## config.mk

```make
export PLATFORM = sky130hd
export DESIGN_NAME = jpeg_quant_flat
export DESIGN_NICKNAME = d
export VERILOG_FILES = /design/src/rtl/jpeg_pkg.sv /design/src/rtl/jpeg_quant_if.sv /design/src/rtl/jpeg_quant_lane.sv /design/src/rtl/jpeg_quant.sv /design/src/flat_wrapper.sv
export SDC_FILE = /design/constraint.sdc
export NUM_CORES = 2
export LEC_CHECK = 0
export CAP_MARGIN = 25
export CORE_ASPECT_RATIO = 2
export CORE_MARGIN = 2
export CORE_UTILIZATION = 37
export CTS_BUF_LIST = sky130_fd_sc_hd__clkbuf_2 sky130_fd_sc_hd__clkbuf_4 sky130_fd_sc_hd__clkbuf_8
export CTS_CLUSTER_SIZE = 14
export DETAILED_ROUTE_END_ITERATION = 8
export PLACE_DENSITY_LB_ADDON = 0.05
export SKIP_CTS_REPAIR_TIMING = 1
export SYNTH_ARGS = -nofsm -noshare
export SYNTH_HDL_FRONTEND = slang
export SYNTH_SLANG_ARGS = --single-unit
```

## constraint.sdc

```tcl
create_clock -name clk -period 7.5 [get_ports clk]
set_clock_uncertainty 0.05 [all_clocks]
set_input_delay 0.75 -clock clk [delete_from_list [all_inputs] [get_ports clk]]
set_output_delay 0.75 -clock clk [all_outputs]
set_load 0.02 [all_outputs]
```

## src/rtl/jpeg_pkg.sv

```systemverilog
`default_nettype none
// ============================================================================
// Module   : jpeg_pkg
// Purpose  : Shared constants for the JPEG quantizer: lane/reciprocal widths,
//            reciprocal table depth, rounding shift/constant and the reset
//            value of every reciprocal entry (Q=1).
// Revision : 1.0 - initial release
// ============================================================================
package jpeg_pkg;

  localparam int DW          = 12;   // coefficient lane width (two's complement)
  localparam int RW          = 16;   // reciprocal width, round(65536/Q)
  localparam int LANES       = 8;    // rows per column vector
  localparam int TBL_DEPTH   = 64;   // one entry per {col,row}
  localparam int ROUND_SHIFT = 16;
  localparam int ROUND_CONST = 1 << (ROUND_SHIFT - 1);
  localparam logic [15:0] RECIP_DEFAULT = 16'hFFFF;  // Q=1

endpackage
`default_nettype wire

```

## src/rtl/jpeg_quant_if.sv

```systemverilog
`default_nettype none
// ============================================================================
// Module   : jpeg_quant_if
// Purpose  : Bundles the quantizer's input stream, output stream and
//            reciprocal-table write port.
//   slave  : view used by jpeg_quant (consumes in_*, tbl_*, drives out_*)
//   master : view used by the surrounding logic / bench
// Revision : 1.0 - initial release
// ============================================================================
interface jpeg_quant_if
  import jpeg_pkg::*;
#(
  parameter int DW = jpeg_pkg::DW,
  parameter int RW = jpeg_pkg::RW
);

  logic                    in_valid;
  logic                    in_ready;
  logic [LANES-1:0][DW-1:0] in_data;
  logic                    tbl_we;
  logic [5:0]              tbl_addr;
  logic [RW-1:0]           tbl_data;
  logic                    out_valid;
  logic                    out_ready;
  logic [LANES-1:0][DW-1:0] out_data;
  logic [2:0]              out_col;
  logic                    out_eob;

  modport slave (
    input  in_valid, in_data, tbl_we, tbl_addr, tbl_data, out_ready,
    output in_ready, out_valid, out_data, out_col, out_eob
  );

  modport master (
    output in_valid, in_data, tbl_we, tbl_addr, tbl_data, out_ready,
    input  in_ready, out_valid, out_data, out_col, out_eob
  );

endinterface
`default_nettype wire

```

## src/rtl/jpeg_quant_lane.sv

```systemverilog
`default_nettype none
// ============================================================================
// Module   : jpeg_quant_lane
// Purpose  : One quantizer lane. Stage 1 registers the signed product
//            coef*recip; stage 2 registers the rounded (half up), saturated
//            quotient.
// Ports    : clk, rst_n       - clock, async active-low reset
//            load_s1, load_s2 - stage register enables
//            coef             - signed input coefficient
//            recip            - unsigned reciprocal round(65536/Q)
//            q                - registered quantized result
// Revision : 1.0 - initial release
// ============================================================================
module jpeg_quant_lane
  import jpeg_pkg::*;
#(
  parameter int DW = jpeg_pkg::DW,
  parameter int RW = jpeg_pkg::RW
) (
  input  logic          clk,
  input  logic          rst_n,
  input  logic          load_s1,
  input  logic          load_s2,
  input  logic [DW-1:0] coef,
  input  logic [RW-1:0] recip,
  output logic [DW-1:0] q
);

  localparam int PW = DW + RW + 1;

  // Limits and rounding constant carried at PW+1 bits so the comparisons
  // see the full post-shift value without truncation.
  localparam logic signed [PW:0] c_SAT_MAX = (PW+1)'((1 <<< (DW-1)) - 1);
  localparam logic signed [PW:0] c_SAT_MIN = (PW+1)'(-(1 <<< (DW-1)));
  localparam logic signed [PW:0] c_ROUND   = (PW+1)'(ROUND_CONST);

  logic signed [PW-1:0] w_a;
  logic signed [PW-1:0] w_b;
  logic signed [PW-1:0] w_prod;
  logic signed [PW-1:0] r_prod;
  logic signed [PW:0]   w_sum;
  logic signed [PW:0]   w_shift;
  logic        [DW-1:0] w_sat;
  logic        [DW-1:0] r_q;

  // The reciprocal is unsigned: zero-extend it so the multiply stays signed.
  assign w_a    = PW'($signed(coef));
  assign w_b    = PW'({1'b0, recip});
  assign w_prod = w_a * w_b;

  assign w_sum   = $signed({r_prod[PW-1], r_prod}) + c_ROUND;
  assign w_shift = w_sum >>> ROUND_SHIFT;

  always_comb begin
    w_sat = w_shift[DW-1:0];
    if (w_shift > c_SAT_MAX) begin
      w_sat = c_SAT_MAX[DW-1:0];
    end else if (w_shift < c_SAT_MIN) begin
      w_sat = c_SAT_MIN[DW-1:0];
    end
  end

  always_ff @(posedge clk or negedge rst_n) begin
    if (!rst_n) begin
      r_prod <= '0;
      r_q    <= '0;
    end else begin
      if (load_s1) r_prod <= w_prod;
      if (load_s2) r_q    <= w_sat;
    end
  end

  assign q = r_q;

endmodule
`default_nettype wire

```

## src/rtl/jpeg_quant.sv

```systemverilog
`default_nettype none
// ============================================================================
// Module   : jpeg_quant
// Purpose  : JPEG quantizer for 8-lane column vectors. Multiplies each lane
//            by a per-position reciprocal from a 64-entry table, then rounds
//            and saturates in a two-stage valid/ready pipeline.
// Ports    : clk     - clock
//            rst_n   - async active-low reset
//            restart - synchronous soft clear (pipeline + column counter)
//            bus     - jpeg_quant_if.slave: in stream, out stream, table port
// Revision : 1.0 - initial release
// ============================================================================
module jpeg_quant
  import jpeg_pkg::*;
#(
  parameter int DW = jpeg_pkg::DW,
  parameter int RW = jpeg_pkg::RW
) (
  input  logic         clk,
  input  logic         rst_n,
  input  logic         restart,
  jpeg_quant_if.slave  bus
);

  logic [RW-1:0]             r_tbl [TBL_DEPTH];
  logic [2:0]                r_col;
  logic                      r_s1_valid;
  logic [2:0]                r_s1_col;
  logic                      r_s2_valid;
  logic [2:0]                r_s2_col;
  logic                      w_s2_load;
  logic                      w_s1_adv;
  logic                      w_in_ready;
  logic                      w_in_fire;
  logic [LANES-1:0][DW-1:0]  w_q;

  // S2 may take new data when empty or being drained this cycle; S1 frees
  // up when it is empty or moving into S2.
  assign w_s2_load  = !r_s2_valid || bus.out_ready;
  assign w_s1_adv   = r_s1_valid && w_s2_load;
  assign w_in_ready = !r_s1_valid || w_s2_load;
  assign w_in_fire  = bus.in_valid && w_in_ready;

  always_ff @(posedge clk or negedge rst_n) begin
    if (!rst_n) begin
      r_s1_valid <= 1'b0;
      r_s2_valid <= 1'b0;
      r_col      <= 3'd0;
      r_s1_col   <= 3'd0;
      r_s2_col   <= 3'd0;
    end else if (restart) begin
      // A vector offered in the restart cycle is dropped.
      r_s1_valid <= 1'b0;
      r_s2_valid <= 1'b0;
      r_col      <= 3'd0;
    end else begin
      if (w_in_fire) begin
        r_s1_valid <= 1'b1;
        r_s1_col   <= r_col;
        r_col      <= r_col + 3'd1;
      end else if (w_s1_adv) begin
        r_s1_valid <= 1'b0;
      end
      if (w_s2_load) r_s2_valid <= r_s1_valid;
      if (w_s1_adv)  r_s2_col   <= r_s1_col;
    end
  end

  // Reciprocal table; reads happen combinationally in the transfer cycle,
  // so a same-cycle write is only seen by later vectors.
  always_ff @(posedge clk or negedge rst_n) begin
    if (!rst_n) begin
      for (int i = 0; i < TBL_DEPTH; i++) begin
        r_tbl[i] <= RW'(RECIP_DEFAULT);
      end
    end else if (bus.tbl_we) begin
      r_tbl[bus.tbl_addr] <= bus.tbl_data;
    end
  end

  for (genvar g = 0; g < LANES; g++) begin : g_lane
    logic [RW-1:0] w_recip;
    assign w_recip = r_tbl[{r_col, 3'(g)}];

    jpeg_quant_lane #(
      .DW (DW),
      .RW (RW)
    ) u_lane (
      .clk     (clk),
      .rst_n   (rst_n),
      .load_s1 (w_in_fire && !restart),
      .load_s2 (w_s1_adv && !restart),
      .coef    (bus.in_data[g]),
      .recip   (w_recip),
      .q       (w_q[g])
    );
  end

  assign bus.in_ready  = w_in_ready;
  assign bus.out_valid = r_s2_valid;
  assign bus.out_data  = w_q;
  assign bus.out_col   = r_s2_col;
  assign bus.out_eob   = (r_s2_col == 3'd7);

endmodule
`default_nettype wire

```

## src/flat_wrapper.sv

```systemverilog
// flat-port wrapper written by rule: the top's interface ports become plain ports
module jpeg_quant_flat import jpeg_pkg::*;
#(
  parameter int DW = jpeg_pkg::DW,
  parameter int RW = jpeg_pkg::RW
)
  (clk, rst_n, restart, bus_in_valid, bus_in_data, bus_tbl_we, bus_tbl_addr, bus_tbl_data, bus_out_ready, bus_in_ready, bus_out_valid, bus_out_data, bus_out_col, bus_out_eob);
  jpeg_quant_if #(.DW(DW), .RW(RW)) bus_i ();
  input  logic clk;
  input  logic rst_n;
  input  logic restart;
  input wire logic [$bits(bus_i.in_valid)-1:0] bus_in_valid;
  input wire logic [$bits(bus_i.in_data)-1:0] bus_in_data;
  input wire logic [$bits(bus_i.tbl_we)-1:0] bus_tbl_we;
  input wire logic [$bits(bus_i.tbl_addr)-1:0] bus_tbl_addr;
  input wire logic [$bits(bus_i.tbl_data)-1:0] bus_tbl_data;
  input wire logic [$bits(bus_i.out_ready)-1:0] bus_out_ready;
  output wire logic [$bits(bus_i.in_ready)-1:0] bus_in_ready;
  output wire logic [$bits(bus_i.out_valid)-1:0] bus_out_valid;
  output wire logic [$bits(bus_i.out_data)-1:0] bus_out_data;
  output wire logic [$bits(bus_i.out_col)-1:0] bus_out_col;
  output wire logic [$bits(bus_i.out_eob)-1:0] bus_out_eob;
  assign bus_i.in_valid = bus_in_valid;
  assign bus_i.in_data = bus_in_data;
  assign bus_i.tbl_we = bus_tbl_we;
  assign bus_i.tbl_addr = bus_tbl_addr;
  assign bus_i.tbl_data = bus_tbl_data;
  assign bus_i.out_ready = bus_out_ready;
  assign bus_in_ready = bus_i.in_ready;
  assign bus_out_valid = bus_i.out_valid;
  assign bus_out_data = bus_i.out_data;
  assign bus_out_col = bus_i.out_col;
  assign bus_out_eob = bus_i.out_eob;
  jpeg_quant #(.DW(DW), .RW(RW)) u_core (.clk(clk), .rst_n(rst_n), .restart(restart), .bus(bus_i));
endmodule
```

==> flow_metrics.env <==
export IMPL_grt_max_degree=140
export IMPL_fp_dieW_um=380.1
export IMPL_layout_drive_gt1_share=0.3302
export IMPL_start_kind="flip-flop"
export IMPL_cts_sinks=1243
export IMPL_synth_area_per_cell_sq_um=11.25
export IMPL_cts_root_buffer="clkbuf_8"
export IMPL_drt_first_pass_iters=5
export IMPL_maxCapViolCount=0
export IMPL_cpPeakStageDelay_ps=590
export IMPL_ff2ff_setup_slack_ps=330
export IMPL_synth_top_area_frac=0.2571
export IMPL_grt_pass1_vias=73325
export IMPL_die_h_um=756.1
export IMPL_slowest_stage="mux4_2"
export IMPL_dpl_hpwl_um=208400
export IMPL_rows=276
export IMPL_setup_viol=0
export IMPL_period_minus_slack_ps=7174
export IMPL_synth_cell_area_sq_um=104700
export IMPL_clkTransAtPathRegs_ps=70
export IMPL_drtAntennaViolNets=0
export IMPL_cpMostUsedCell="fa_1"
export IMPL_numCtsBuffers=206
export IMPL_synthAdderAreaFrac=0.2913
export IMPL_critical_path_endpoint_type="flip-flop"
export IMPL_via_count=66514
export IMPL_viasPerCell=4.969
export IMPL_areaGrowthSynthToFinish_pct=11.54
export IMPL_min_from="bus_tbl_data[8]"
export IMPL_setup_tns_ps=0
export IMPL_relSlewSlack=0.2925
export IMPL_numPortBuffers=225
export IMPL_timing_rr_end="u_core.g_lane[7].u_lane.r_prod[25]$_DFFE_PN0P_"
export IMPL_p_per_area_nw_per_um2=315.5
export IMPL_final_cell_mix="inv_1, nand2_1, mux2_2"
export IMPL_routedWlPerCell_um=21.48
export IMPL_crit_chain="buf_12, buf_12, mux4_2, mux2_2, nand2_1, fa_1, fa_1, inv_1, fa_1, fa_1, inv_1, fa_1, inv_1, ha_1, and4_1, a41o_1, a31oi_1, o21ai_1, a221o_1, a21o_1, o31a_1, xnor2_1, o21ai_1"
export IMPL_muxShareOfSynthArea=0.1793
export IMPL_cts_max_level=4
export IMPL_ioPinCount=226
export IMPL_tritoncts="yes"
export IMPL_cp_max_fo=20
export IMPL_first_iter_violations=2780
export IMPL_required_ps=8300
export IMPL_hold_viol=0
export IMPL_yosys_area_share_simple=0.09751
export IMPL_fin_nets=11349
export IMPL_hold_ws_ps=309.1
export IMPL_total_power_uw=36830
export IMPL_die_area_sq_um=287400
export IMPL_setup_slack_ps=325.8
export IMPL_synthArstFlopShare=1.000
export IMPL_ys_ff_latch=1243
export IMPL_synth_edf_count=0
export IMPL_synthCells=9302
export IMPL_gp_congestion=0.7984
export IMPL_min_path_type="input port to flip-flop"
export IMPL_core_sq_um=281800
export IMPL_grt_antenna_before_repair=21
export IMPL_synth_xor_area_frac=0.01674
export IMPL_fmax_ghz=0.1394
export IMPL_synthFlopType="dfstp_2"
export IMPL_ir_drop_uv=239.9
export IMPL_synth_area_top_cells="dfstp_2, fa_1, mux2_2, ha_1, mux4_2"
export IMPL_worst_pin_slew_ps=1061
export IMPL_synthDistinctLibCells=73
export IMPL_final_common_cell="inv_1"
export IMPL_run_status="complete, no violations"
export IMPL_grt_overflow_total=0
export IMPL_whs_endpoint="u_core.r_tbl[72]$_DFFE_PN1P_"
export IMPL_synth_compound_area_frac=0.03455
export IMPL_holdPathStages=2
export IMPL_drc=0
export IMPL_critPathArrivalTime_ps=7970
export IMPL_dp_slack_ps=276.3
export IMPL_r2r_start="u_core.r_col[0]$_DFFE_PN0P_"
export IMPL_slew_violations=0
export IMPL_cts_path_max_buffers=4
export IMPL_fillCellCount=27596
export IMPL_grt_usage=0.2030
export IMPL_fin_crit_sh=0.9566
export IMPL_rr_worst_depth=23
export IMPL_critPathKind="flip-flop to flip-flop"
export IMPL_final_cells=13386
export IMPL_wl_um=287500
export IMPL_synth_top_area_cell="dfstp_2"
export IMPL_syn_nets=11195
export IMPL_leakage_uw=0.05218
export IMPL_synth_top_family_by_area="adder cells"
export IMPL_insertion_delay_ps=1000
export IMPL_ys_seq_area_frac=0.3095
export IMPL_initial_core_util=0.3714
export IMPL_placedCellCount=12992
export IMPL_grt_pass1_wl_um=450500
export IMPL_ys_warn_count=0
-- registers in the layout, indices dropped and copies added (netlist names) --
signal / flops
u_core.bus.out_valid: 1
u_core.r_s1_valid: 1
u_core.r_col: 3
u_core.r_tbl: 1024
u_core.g_lane.u_lane.q: 96
u_core.r_s1_col: 3
u_core.bus.out_col: 3
u_core.g_lane.u_lane.r_prod: 112
-- cell type report --
| type | count | area (sq um) | area share |
|---|---|---|---|
| antenna | 11 | 27.53 | 0.0002358 |
| clock buffer | 327 | 4163 | 0.03566 |
| clock inverter | 47 | 442.9 | 0.003795 |
| inverter | 1385 | 5199 | 0.04454 |
| multi-input combinational | 6125 | 64960 | 0.5565 |
| sequential | 1243 | 32400 | 0.2776 |
| tap | 3753 | 4696 | 0.04023 |
| timing repair buffer | 495 | 4838 | 0.04145 |
-- cell usage after synthesis (68+ instances only) --
| cell type | number |
|---|---|
| inv_1 | 1385 |
| nand2_1 | 1161 |
| mux2_2 | 1145 |
| fa_1 | 1112 |
| dfstp_2 | 1024 |
| ha_1 | 657 |
| and2_1 | 437 |
| clkbuf_1 | 377 |
| mux4_2 | 256 |
| nor2_1 | 224 |
| dfrtp_1 | 219 |
| o21ai_0 | 164 |
| buf_2 | 146 |
| xnor2_1 | 105 |
| a21oi_1 | 102 |
| xor2_1 | 95 |
| nand3_1 | 79 |
| nor2b_1 | 68 |
-- critical path: cells and delay by family, from the launching register on --
kind	cells	cell delay (ps)
buffers and inverters	5	580
AND/OR/NAND/NOR	2	340
flip-flops	1	540
adder cells (fa/ha/maj)	6	2760
AO/OA/AOI/OAI	7	1580
XOR/XNOR	1	130
multiplexers	2	1010
-- worst max path at each step --
stage                                startpoint                                              to  cells past startpoint
floorplan           u_core.r_col[0]$_DFFE_PN0P_  u_core.g_lane[3].u_lane.r_prod[22]$_DFFE_PN0P_                     27
global placement    u_core.r_col[0]$_DFFE_PN0P_  u_core.g_lane[7].u_lane.r_prod[27]$_DFFE_PN0P_                     23
detailed placement  u_core.r_col[0]$_DFFE_PN0P_  u_core.g_lane[3].u_lane.r_prod[22]$_DFFE_PN0P_                     24
CTS                 u_core.r_col[0]$_DFFE_PN0P_  u_core.g_lane[3].u_lane.r_prod[22]$_DFFE_PN0P_                     24
global route        u_core.r_col[0]$_DFFE_PN0P_  u_core.g_lane[7].u_lane.r_prod[27]$_DFFE_PN0P_                     23
finish              u_core.r_col[0]$_DFFE_PN0P_  u_core.g_lane[7].u_lane.r_prod[25]$_DFFE_PN0P_                     23
-- kinds of logic (layout without fill, tap and decap cells) --
group	count (synthesis)	count (layout)
flops	1243	1243
xor+xnor	200	200
compound gates	557	557
mux	1411	1411
fa+ha+maj	1769	1769
simple gates	2188	2188
other cells	0	11
buf+inv	1934	2254
-- power breakdown --
part	switching (uW)	internal, uW	total, uW
sequential	815	8450	9260
combinational	11800	9020	20800
clock	3020	3760	6780
total	15600	21200	36800
-- per-stage QoR --
| stage | instance area (sq um) | util |
|---|---|---|
| floorplan | 104700 | - |
| global placement | 111700 | 0.3963 |
| detailed placement | 111900 | 0.3970 |
| CTS | 116500 | 0.4134 |
| global route | 116700 | 0.4142 |
| finish | 116700 | 0.4142 |
-- per-layer routing --
| metal | GRT usage | vias up | share of wire |
|---|---|---|---|
| met5 | 0 | - | 0.00029 |
| met4 | 0.05515 | 14 | 0.029 |
| li1 | - | 30324 | - |
| met1 | 0.2645 | 34900 | 0.45 |
| met3 | 0.02323 | 376 | 0.030 |
| met2 | 0.3558 | 900 | 0.50 |
(Power assumes the default switching activity.)
